**config.mk**
```make
export PLATFORM = sky130hd
export DESIGN_NAME = pid_loop_sequencer
export DESIGN_NICKNAME = d
export VERILOG_FILES = /design/src/rtl/pid_seq_pkg.sv /design/src/rtl/pid_seq_period_timer.sv /design/src/rtl/pid_loop_sequencer.sv
export SDC_FILE = /design/constraint.sdc
export NUM_CORES = 1
export LEC_CHECK = 0
export ABC_CLOCK_PERIOD_IN_PS = 2000
export BUFFER_PORTS_ARGS = -buffer_cell sky130_fd_sc_hd__buf_2
export CAP_MARGIN = 10
export CELL_PAD_IN_SITES_DETAIL_PLACEMENT = 1
export CELL_PAD_IN_SITES_GLOBAL_PLACEMENT = 1
export CORE_MARGIN = 2
export CORE_UTILIZATION = 41
export DETAILED_ROUTE_END_ITERATION = 7
export GPL_TIMING_DRIVEN = 0
export PLACE_DENSITY = 0.76
export SLEW_MARGIN = 0
export SYNTH_ARGS = -nofsm -noshare
export SYNTH_HDL_FRONTEND = slang
export SYNTH_HIERARCHICAL = 1
export SYNTH_SLANG_ARGS = --single-unit
export TNS_END_PERCENT = 5
```
**constraint.sdc**
```tcl
create_clock -name clk -period 2 [get_ports clk]
set_clock_uncertainty 0.1 [all_clocks]
set_input_delay 0.4 -clock clk [delete_from_list [all_inputs] [get_ports clk]]
set_output_delay 0.4 -clock clk [all_outputs]
set_load 0.02 [all_outputs]
```
**src/rtl/pid_seq_pkg.sv**
```systemverilog
// Shared definitions for the PID loop sequencer: state codes and default timing.
package pid_seq_pkg;

    localparam int unsigned STATE_W             = 3;
    localparam int unsigned ITER_W              = 8;
    localparam int unsigned DEF_PERIOD_BITS     = 16;
    localparam int unsigned DEF_TIMEOUT         = 64;
    localparam int unsigned DEF_COMPUTE_CYC     = 2;

    typedef enum logic [STATE_W-1:0] {
        ST_IDLE    = 3'd0,
        ST_SAMPLE  = 3'd1,
        ST_COMPUTE = 3'd2,
        ST_OUTPUT  = 3'd3
    } state_t;

endpackage

```
**src/rtl/pid_seq_period_timer.sv**
```systemverilog
// Loop-period down-counter. tick_c is high while the count is zero (and the
// loop is enabled); the counter reloads from period on the following edge.
// While enable is low the count is held at zero so the first tick lands in
// the same cycle enable rises.
//   clk, reset   : clock, async active-high reset
//   enable       : loop run enable
//   period       : loop period minus 1, sampled at each reload
//   tick_c       : combinational period tick
module pid_seq_period_timer #(
    parameter int unsigned PERIOD_BITS = 16
) (
    input  logic                   clk,
    input  logic                   reset,
    input  logic                   enable,
    input  logic [PERIOD_BITS-1:0] period,
    output logic                   tick_c
);

    logic [PERIOD_BITS-1:0] cnt_q;

    assign tick_c = enable && (cnt_q == '0);

    // Down-count, reload at zero, hold at zero while disabled
    always_ff @(posedge clk or posedge reset) begin
        if (reset) begin
            cnt_q <= '0;
        end else if (!enable) begin
            cnt_q <= '0;
        end else if (cnt_q == '0) begin
            cnt_q <= period;
        end else begin
            cnt_q <= cnt_q - PERIOD_BITS'(1);
        end
    end

endmodule

```
**src/rtl/pid_loop_sequencer.sv**
```systemverilog
// Sequences one PID iteration per loop period: SPI-in sample, PID compute
// strobe, SPI-out stimulus. Reports phase timeouts (fault) and periods that
// arrive while an iteration is still running (overrun).
//   clk, reset            : clock, async active-high reset
//   enable                : loop run enable; low aborts to IDLE
//   period                : loop period in clk cycles minus 1
//   clr_flags             : sync clear of fault/overrun (set wins)
//   in_done / out_done    : SPI transfer-complete pulses
//   in_start / pid_stb / out_start : registered one-cycle phase pulses
//   busy, state           : FSM status
//   fault, overrun        : sticky flags
//   iter_cnt              : completed iterations, wrapping
module pid_loop_sequencer
    import pid_seq_pkg::*;
#(
    parameter int unsigned PERIOD_BITS = DEF_PERIOD_BITS,
    parameter int unsigned TIMEOUT     = DEF_TIMEOUT,
    parameter int unsigned COMPUTE_CYC = DEF_COMPUTE_CYC
) (
    input  logic                   clk,
    input  logic                   reset,
    input  logic                   enable,
    input  logic [PERIOD_BITS-1:0] period,
    input  logic                   clr_flags,
    input  logic                   in_done,
    input  logic                   out_done,
    output logic                   in_start,
    output logic                   pid_stb,
    output logic                   out_start,
    output logic                   busy,
    output logic [2:0]             state,
    output logic                   fault,
    output logic                   overrun,
    output logic [7:0]             iter_cnt
);

    localparam int unsigned PH_W = $clog2(TIMEOUT + 1);

    state_t          state_q, state_d;
    logic [PH_W-1:0] phase_q, phase_d;
    logic            tick_c;
    logic            in_start_d, pid_stb_d, out_start_d;
    logic            fault_set, overrun_set, iter_inc;

    pid_seq_period_timer #(
        .PERIOD_BITS (PERIOD_BITS)
    ) u_timer (
        .clk    (clk),
        .reset  (reset),
        .enable (enable),
        .period (period),
        .tick_c (tick_c)
    );

    assign state       = state_q;
    assign busy        = (state_q != ST_IDLE);
    // Ticks are never queued: one landing mid-iteration is only reported
    assign overrun_set = tick_c && (state_q != ST_IDLE);

    // State and phase-counter register
    always_ff @(posedge clk or posedge reset) begin
        if (reset) begin
            state_q <= ST_IDLE;
            phase_q <= '0;
        end else begin
            state_q <= state_d;
            phase_q <= phase_d;
        end
    end

    // Next state, phase counter and pulse requests for the next cycle
    always_comb begin
        state_d     = state_q;
        phase_d     = phase_q + PH_W'(1);
        in_start_d  = 1'b0;
        pid_stb_d   = 1'b0;
        out_start_d = 1'b0;
        fault_set   = 1'b0;
        iter_inc    = 1'b0;
        if (!enable) begin
            state_d = ST_IDLE;
            phase_d = '0;
        end else begin
            case (state_q)
                ST_IDLE: begin
                    phase_d = '0;
                    if (tick_c) begin
                        state_d    = ST_SAMPLE;
                        in_start_d = 1'b1;
                    end
                end
                ST_SAMPLE: begin
                    // A done pulse alongside in_start belongs to no transfer of ours
                    if (in_done && !in_start) begin
                        state_d   = ST_COMPUTE;
                        pid_stb_d = 1'b1;
                        phase_d   = '0;
                    end else if (phase_q == PH_W'(TIMEOUT - 1)) begin
                        state_d   = ST_IDLE;
                        fault_set = 1'b1;
                        phase_d   = '0;
                    end
                end
                ST_COMPUTE: begin
                    if (phase_q == PH_W'(COMPUTE_CYC - 1)) begin
                        state_d     = ST_OUTPUT;
                        out_start_d = 1'b1;
                        phase_d     = '0;
                    end
                end
                ST_OUTPUT: begin
                    if (out_done) begin
                        state_d  = ST_IDLE;
                        iter_inc = 1'b1;
                        phase_d  = '0;
                    end else if (phase_q == PH_W'(TIMEOUT - 1)) begin
                        state_d   = ST_IDLE;
                        fault_set = 1'b1;
                        phase_d   = '0;
                    end
                end
                default: begin
                    state_d = ST_IDLE;
                    phase_d = '0;
                end
            endcase
        end
    end

    // Registered pulses, sticky flags and iteration count
    always_ff @(posedge clk or posedge reset) begin
        if (reset) begin
            in_start  <= 1'b0;
            pid_stb   <= 1'b0;
            out_start <= 1'b0;
            fault     <= 1'b0;
            overrun   <= 1'b0;
            iter_cnt  <= '0;
        end else begin
            in_start  <= in_start_d;
            pid_stb   <= pid_stb_d;
            out_start <= out_start_d;
            if (fault_set) begin
                fault <= 1'b1;
            end else if (clr_flags) begin
                fault <= 1'b0;
            end
            if (overrun_set) begin
                overrun <= 1'b1;
            end else if (clr_flags) begin
                overrun <= 1'b0;
            end
            if (iter_inc) begin
                iter_cnt <= iter_cnt + ITER_W'(1);
            end
        end
    end

endmodule

```
==> results.txt, run 1 <==
Buffers on Ports -> 38
Final period util -> 0.999
Pwr Density -> 1200 nW/um2
Global placement routability congestion -> 0.817
Hold Path Class -> in2async
GR Util All Layers -> 0.202
Slowest cell on the critical path -> nor4_1
Reg clk slew, reported paths -> 80 ps
Yosys cell types -> 48
Minimum clock period -> 2000 ps
Post-DRT Antenna Nets -> 0
Pin count of the biggest net entering global routing -> 24
Initial core utilization -> 0.428
Diodes inserted -> 0
Crit path max fanout -> 5
Max incr delay on CP -> 480 ps
DR vias/cell -> 5.37
Syn_area_per_cell -> 10.5 um2
CTS buffer count -> 5
Final setup viols -> 0
Boundary Pins -> 39
Clk sinks -> 39
Post-synthesis sequential area ratio -> 0.480
Worst Tran Pin Value -> 887 ps
Initial antenna violation count -> 0
Worst path required time -> 2120 ps
Global-route wire length before repair -> 8600 um
DR iter-0 viols -> 66
Critical Setup Path Class -> reg2reg
Synth Flop Type -> dfrtp_1
Rel. slew slack -> 0.402
Cell Rows -> 25
Area taken by flip-flops and latches -> 978 um2
Post-route DRC -> 0
Mapped Cells -> 194
Syn Nets -> 221
Synthesized cell area -> 2030 um2
Worst hold margin -> 94.2 ps
DIE HEIGHT -> 74.4 um
TNS Setup -> 0 ps
FILL cells -> 565
Post-synthesis async set-or-reset flop share -> 1.00
Footprint of the multi-input gates -> 1040 um2
Crit path DAT -> 2110 ps
Final net count -> 274
Share of layout cells above drive strength 1 -> 0.312
DR WL/cell -> 16.1 um
Die area -> 5540 um2
Overflow after GRT -> 0
Family with the most delay on the worst path -> simple AND/OR/NAND/NOR gates
Crit start category -> flip-flop
Crit-path cells -> nor4_1 > nand4_1 > buf_4 > buf_8 > buf_4 > buf_4 > a21oi_1
Placed Instances -> 299
Max Buffers Root-to-Sink -> 2
TritonRoute pass-1 iters -> 4
Crit end category -> flip-flop
Outcome -> complete, no violations
Fin. max-slew vios -> 0
CP most frequent cell -> buf_4
CTS root buf -> clkbuf_8
Hpwl dp -> 3620 um
Number of global-route vias before repair -> 1830
Yosys warns -> 6
Vias -> 1686
Die width -> 74.4 um
Max Cap Viol -> 0
Buf/Inv on CP -> 4
FF+latch count, synth -> 39
CTS Hold Buffers Added -> 0
Worst vdd ir -> 445 uV
Layout Utilization -> 0.536
Layout Cells excl Fill -> 314
Pleak -> 1.15 nW
Htree depth -> 2
Core Area -> 4750 um2
Highest clock rate -> 0.500 GHz
Hold Vio Cnt, Final -> 0
Area growth syn-to-layout -> 25.4%
Final wirelength -> 5070 um
Count of flip-flops with a built-in enable after synthesis -> 0
Clock Latency Late Sink -> 290 ps
CTS tree -> done
-- layer usage --
metal	routed length, um	GRT usage	vias up	share of wire
met4	50	0.0575	0	0.0099
met5	0	0	-	0
met3	174	0.0447	5	0.034
met2	2710	0.357	28	0.54
met1	2130	0.246	853	0.42
li1	-	-	800	-
-- cells in the final DEF (no fill, tap or decap), types with 6 or more instances in the layout --
master / n
nand2_1: 10
buf_4: 7
o21ai_0: 11
inv_1: 8
a211oi_1: 6
nor3_1: 8
xor2_1: 10
xnor2_1: 11
nand3_1: 8
nor2_1: 16
dfrtp_1: 37
buf_2: 38
-- repair_timing --
action / in CTS / in global routing
resized for setup: 9 / 13
endpoints found under the hold margin: 0 / 0
gates cloned: 0 / 1
pin swaps: 1 / 1
endpoints found under the setup margin: 19 / 18
setup buffers: 0 / 7
-- final cells by class --
class / instances / share of cell area
plain buffers: 3 / 0.0147
clock buffers: 5 / 0.0270
inverters: 10 / 0.0147
repair buffers: 46 / 0.105
clock inverters: 2 / 0.0147
multi-input cells: 142 / 0.407
flip-flops and latches: 39 / 0.384
well taps: 67 / 0.0329
-- power by group --
group / total, mW / leakage, nW / switching [mW] / internal (mW)
Sequential: 1.13 / 0.529 / 0.196 / 0.930
Clock: 0.651 / 0.0502 / 0.286 / 0.365
Combinational: 1.27 / 0.568 / 0.655 / 0.614
Total: 3.05 / 1.15 / 1.14 / 1.91
-- cell families after synthesis --
group	Yosys count	synth area share
AO/OA/AOI/OAI	38	0.133
XOR/XNOR	21	0.0905
adder cells (fa/ha/maj)	5	0.0308
buffers and inverters	13	0.0240
flip-flops	39	0.480
multiplexers	1	0.00554
other	1	0.00184
AND/OR/NAND/NOR	76	0.234
-- state kept, by name, indices dropped and copies added (netlist names) --
register       count
u_timer/cnt_q     16
iter_cnt           8
phase_q            7
state              3
fault              1
in_start           1
out_start          1
overrun            1
pid_stb            1
-- path summary, 6_finish.rpt --
kind / startpoint / endpoint / slack (ps) / cells after the start
worst min-delay path: reset / u_timer/cnt_q[7] / 90 / 2
worst max register to register: u_timer/cnt_q[12] / u_timer/cnt_q[11] / 2 / 7
min in group clk: clr_flags / overrun / 180 / 2
worst max-delay path: u_timer/cnt_q[12] / u_timer/cnt_q[11] / 2 / 7
worst min register to register: iter_cnt[7] / iter_cnt[7] / 370 / 1
max in group asynchronous: reset / in_start / 1070 / 2
-- synthesized netlist by cell type, types with 2 or more instances --
master    number  area share
clkbuf_1       3      0.0055
a211oi_1       6       0.022
nand4_1        5       0.015
nand4b_1       2      0.0086
nand3_1        8       0.020
and3_1         3      0.0092
nor4_1         3      0.0092
inv_1          8       0.015
nand2_1       11       0.020
nor3_2         2      0.0098
nor2_1        17       0.031
xnor2_1       11       0.047
or3_1          2      0.0062
o31ai_1        2      0.0074
nor3_1         8       0.020
a211oi_2       2       0.012
o21ai_0       11       0.027
xor2_1        10       0.043
dfrtp_1       39        0.48
ha_1           5       0.031
a21oi_1        6       0.015
nand3b_1       2      0.0074
a31oi_1        3      0.0092
-- stage by stage --
stage / total power [mW] / worst slack [ps] / cell area [um2]
after floorplan: 1.89 / 202 / 2030
after global placement: 2.10 / -176 / 2310
after detailed placement: 2.16 / -256 / 2310
after CTS: 2.88 / -19.1 / 2440
after global routing: 3.27 / -63.8 / 2550
final: 3.05 / 1.70 / 2550
No activity file was read; power rests on OpenSTA's default activity.
==> inputs of run 2 (changes only) <==
- PLACE_DENSITY: 0.76 -> 0.77
==> results.txt, run 2 (synthesized netlist as in run 1, its figures left out) <==
Outcome -> complete, no violations
Initial antenna violation count -> 0
Vias -> 1670
Worst vdd ir -> 412 uV
Post-layout instance area -> 2520 um2
Max incr delay on CP -> 420 ps
Crit path DAT -> 2040 ps
Post-DRT Antenna Nets -> 0
Int Pwr -> 1.87 mW
Footprint of the multi-input gates -> 1040 um2
Clock group share of total power -> 0.218
Diodes inserted -> 0
RSZ-0062 raised after global routing -> true
Number of flip-flops in the largest register -> 16
DIE HEIGHT -> 74.4 um
Regs by FF count -> u_timer/cnt_q: 16 flops, iter_cnt: 8 flops, phase_q: 7 flops
DR iter-0 viols -> 79
Number of global-route vias before repair -> 1750
Die width -> 74.4 um
Area taken by flip-flops and latches -> 977 um2
Crit start category -> flip-flop
DR vias/cell -> 5.32
Family with the most delay on the worst path -> simple AND/OR/NAND/NOR gates
Rel. slew slack -> 0.306
Buffers on Ports -> 38
Logic pwr share -> 0.409
TritonRoute pass-1 iters -> 4
DR WL/cell -> 16.0 um
Top reg by flops -> u_timer/cnt_q
Highest clock rate -> 0.508 GHz
Post-route DRC -> 0
CTS root buf -> clkbuf_8
Crit-path cells -> inv_1 > ha_1 > nor4b_4 > nand4_1 > buf_4 > nor2_1 > a211oi_2
Net Sw Power -> 1.14 mW
Hold Vio Cnt, Final -> 0
Htree depth -> 2
Reg clk slew, reported paths -> 70 ps
Placed cell areas -> 2310 um2
Max Cap Viol -> 0
Register share of total power -> 0.373
CTS buffer count -> 5
Global placement routability congestion -> 0.819
Layout Cells excl Fill -> 314
Share of layout cells above drive strength 1 -> 0.308
Buf/Inv on CP -> 2
Overflow after GRT -> 0
Hold Path Class -> in2async
FILL cells -> 555
Clk sinks -> 39
Final period util -> 0.984
Pin count of the biggest net entering global routing -> 24
Worst path required time -> 2070 ps
Worst Tran Pin Value -> 1030 ps
Area growth syn-to-layout -> 24.1%
Die area -> 5540 um2
Initial core utilization -> 0.428
Pleak -> 1.14 nW
CTS Hold Buffers Added -> 0
Boundary Pins -> 39
GR Util All Layers -> 0.201
Core Area -> 4750 um2
Slowest cell on the critical path -> dfrtp_2
Placed Instances -> 299
Global-route wire length before repair -> 8220 um
Final setup viols -> 0
Final net count -> 274
Clock Latency Late Sink -> 300 ps
Crit end category -> flip-flop
Hpwl dp -> 3430 um
CTS tree -> done
Crit path max fanout -> 10
Sw Ratio -> 0.378
Most frequent cells in the layout -> dfrtp_1 (38), buf_2 (38), nor2_1 (16)
Critical Setup Path Class -> reg2reg
Fin. max-slew vios -> 0
Pwr Density -> 1190 nW/um2
Minimum clock period -> 1970 ps
Final wirelength -> 5040 um
Max Buffers Root-to-Sink -> 2
Cell Rows -> 25
[run 2: layout make-up]
| class | count | area share |
|---|---|---|
| clock buffer | 5 | 0.0273 |
| clock inverter | 2 | 0.0149 |
| timing repair buffer | 46 | 0.0992 |
| multi-input combinational | 142 | 0.412 |
| buffer | 3 | 0.0114 |
| inverter | 10 | 0.0149 |
| tap | 67 | 0.0332 |
| sequential | 39 | 0.387 |
[run 2: through the flow]
stage	util	setup TNS (ps)	hold slack [ps]	power, mW	worst slack (ps)
2_1_floorplan	-	0	214	1.89	202
3_3_place_gp	0.485	-628	359	2.11	-184
3_5_place_dp	0.485	-1540	363	2.15	-247
4_1_cts	0.519	0	106	2.92	20.2
5_1_grt	0.531	-795	121	3.22	-135
6_report	0.531	0	78.6	3.01	31.6
[run 2: what timing repair did]
action	in CTS	in global routing
buffers inserted	3	5
pin swaps	1	0
resized for setup	8	10
setup endpoints to repair	19	19
[run 2: worst paths after layout]
check	endpoint	startpoint	cells past startpoint	slack [ps]
min	u_timer/cnt_q[11]	reset	2	80
min reg2reg	iter_cnt[7]	iter_cnt[7]	1	370
max in group asynchronous	iter_cnt[4]	reset	2	1070
max	u_timer/cnt_q[5]	u_timer/cnt_q[0]	7	30
min in group clk	overrun	clr_flags	2	180
max reg2reg	u_timer/cnt_q[5]	u_timer/cnt_q[0]	7	30
[run 2: power by group through the flow]
stage | clock (mW) | sequential [mW] | combinational [mW]
after detailed placement | 0 | 1.13 | 1.01
after global placement | 0 | 1.12 | 0.985
after floorplan | 0 | 1.10 | 0.789
final | 0.655 | 1.12 | 1.23
after global routing | 0.700 | 1.15 | 1.37
after CTS | 0.681 | 1.13 | 1.11
[run 2: routing by layer]
metal,track usage,vias to the layer above,part of all wire,wire (um)
li1,-,806,-,-
met1,0.228,823,0.42,2120
met2,0.358,32,0.53,2660
met3,0.0501,9,0.036,182
met4,0.0853,0,0.015,76
met5,0,-,0,0
==> inputs of run 3 (changes only) <==
- BUFFER_PORTS_ARGS: -buffer_cell sky130_fd_sc_hd__buf_2 -> -buffer_cell sky130_fd_sc_hd__buf_4
==> results.txt, run 3 (synthesized netlist as in run 1, its figures left out) <==
Outcome -> complete, no violations
Pwr Density -> 1160 nW/um2
CTS root buf -> clkbuf_8
Worst path required time -> 2080 ps
Most frequent cells in the layout -> buf_4 (40), dfrtp_1 (38), nor2_1 (16)
Final wirelength -> 4940 um
CTS tree -> done
R2R depth -> 7
Clk sinks -> 39
Initial core utilization -> 0.428
Critical Setup Path Class -> reg2reg
Rel. slew slack -> 0.391
Reg clk slew, reported paths -> 80 ps
Max incr delay on CP -> 450 ps
Boundary Pins -> 39
Crit path DAT -> 2040 ps
CTS Hold Buffers Added -> 0
Cell Rows -> 25
Hpwl dp -> 3520 um
Hold Path Class -> in2async
DIE HEIGHT -> 74.4 um
GR Util All Layers -> 0.197
Pleak -> 1.14 nW
Global-route wire length before repair -> 8190 um
Max Buffers Root-to-Sink -> 2
Minimum clock period -> 1950 ps
CTS buffer count -> 5
Placed Instances -> 299
Post-route DRC -> 0
Final setup viols -> 0
Die area -> 5540 um2
Highest clock rate -> 0.512 GHz
Crit start category -> flip-flop
Layout Cells excl Fill -> 310
Die width -> 74.4 um
Final net count -> 269
Diodes inserted -> 0
Worst vdd ir -> 384 uV
Crit end category -> flip-flop
RR Startpoint -> u_timer/cnt_q[0]
Hold Vio Cnt, Final -> 0
Buffers on Ports -> 38
Pre-CTS setup slack -> -215 ps
FILL cells -> 555
Fin. max-slew vios -> 0
Buf/Inv on CP -> 3
Htree depth -> 2
Post-DRT Antenna Nets -> 0
Most common cell after layout, fill and taps aside -> buf_4
TritonRoute pass-1 iters -> 4
Number of flip-flops in the largest register -> 16
Clock Latency Late Sink -> 300 ps
Crit-path cells -> inv_1 > ha_1 > nor4b_4 > nand4_1 > buf_6 > buf_2 > o221a_1
Initial antenna violation count -> 0
Slowest cell on the critical path -> dfrtp_2
DR vias/cell -> 5.36
Family with the most delay on the worst path -> flip-flops
DR WL/cell -> 15.9 um
Pin count of the biggest net entering global routing -> 24
Worst Tran Pin Value -> 903 ps
Share of layout cells above drive strength 1 -> 0.292
Crit path max fanout -> 10
DR iter-0 viols -> 105
Critical Path Stages -> 7
Final period util -> 0.977
Area growth syn-to-layout -> 27.6%
Global placement routability congestion -> 0.816
Overflow after GRT -> 0
Core Area -> 4750 um2
Worst Setup Slack, final -> 46.2 ps
Top reg by flops -> u_timer/cnt_q
Max Cap Viol -> 0
Vias -> 1663
CP startpoint -> u_timer/cnt_q[0]
Overall Power -> 3.01 mW
Number of global-route vias before repair -> 1763
Layout Utilization -> 0.546
RSZ-0062 raised after global routing -> true
Regs by FF count -> u_timer/cnt_q: 16 flops, iter_cnt: 8 flops, phase_q: 7 flops
run 3: cell types whose count changed in the layout (fill, tap and decap cells not counted), sizes merged:
| cell | delta |
|---|---|
| inv | +1 |
| buf | -4 |
| clkinvlp | -1 |
run 3: per-stage QoR:
| stage | hold WS (ps) | TNS (ps) | instance area, um2 |
|---|---|---|---|
| floorplan | 214 | 0 | 2030 |
| global placement | 364 | -778 | 2400 |
| detailed placement | 369 | -1250 | 2400 |
| CTS | 110 | 0 | 2550 |
| global route | 131 | -130 | 2590 |
| finish | 93.6 | 0 | 2590 |
run 3: worst reg2reg max path: stages (launching register included):
cell and delay (ps):
dfrtp_2 450, inv_1 90, ha_1 160, nor4b_4 260
nand4_1 170, buf_6 180, buf_2 190, o221a_1 250
run 3: area by class of cell:
| class | count | area, um2 | area share |
|---|---|---|---|
| buffer | 3 | 31.3 | 0.0121 |
| clock buffer | 6 | 82.6 | 0.0318 |
| clock inverter | 2 | 38.8 | 0.0150 |
| inverter | 10 | 37.5 | 0.0145 |
| multi-input combinational | 142 | 1030 | 0.397 |
| sequential | 39 | 977 | 0.377 |
| tap | 67 | 83.8 | 0.0323 |
| timing repair buffer | 41 | 312 | 0.120 |
run 3: report_power, final:
part | internal [mW] | leakage, nW | switching [mW]
Clock | 0.411 | 0.0618 | 0.305
Combinational | 0.553 | 0.553 | 0.609
Sequential | 0.928 | 0.530 | 0.204
run 3: worst paths after layout:
path	endpoint	slack [ps]
worst max-delay path	u_timer/cnt_q[15]	50
worst min-delay path	u_timer/cnt_q[9]	90
worst max register to register	u_timer/cnt_q[15]	50
worst min register to register	iter_cnt[7]	380
max in group asynchronous	fault	1050
min in group clk	overrun	180
run 3: per-layer routing:
layer / vias up / GRT usage / wire length, um
li1: 794 / - / -
met1: 832 / 0.241 / 2120
met2: 30 / 0.347 / 2590
met3: 7 / 0.0407 / 161
met4: 0 / 0.0595 / 62
met5: - / 0 / 0
run 3: timing repair:
item                                    CTS  global route
pin swaps                                 1             1
resized for setup                         8             8
endpoints found under the setup margin   19            19
setup buffers                             0             3
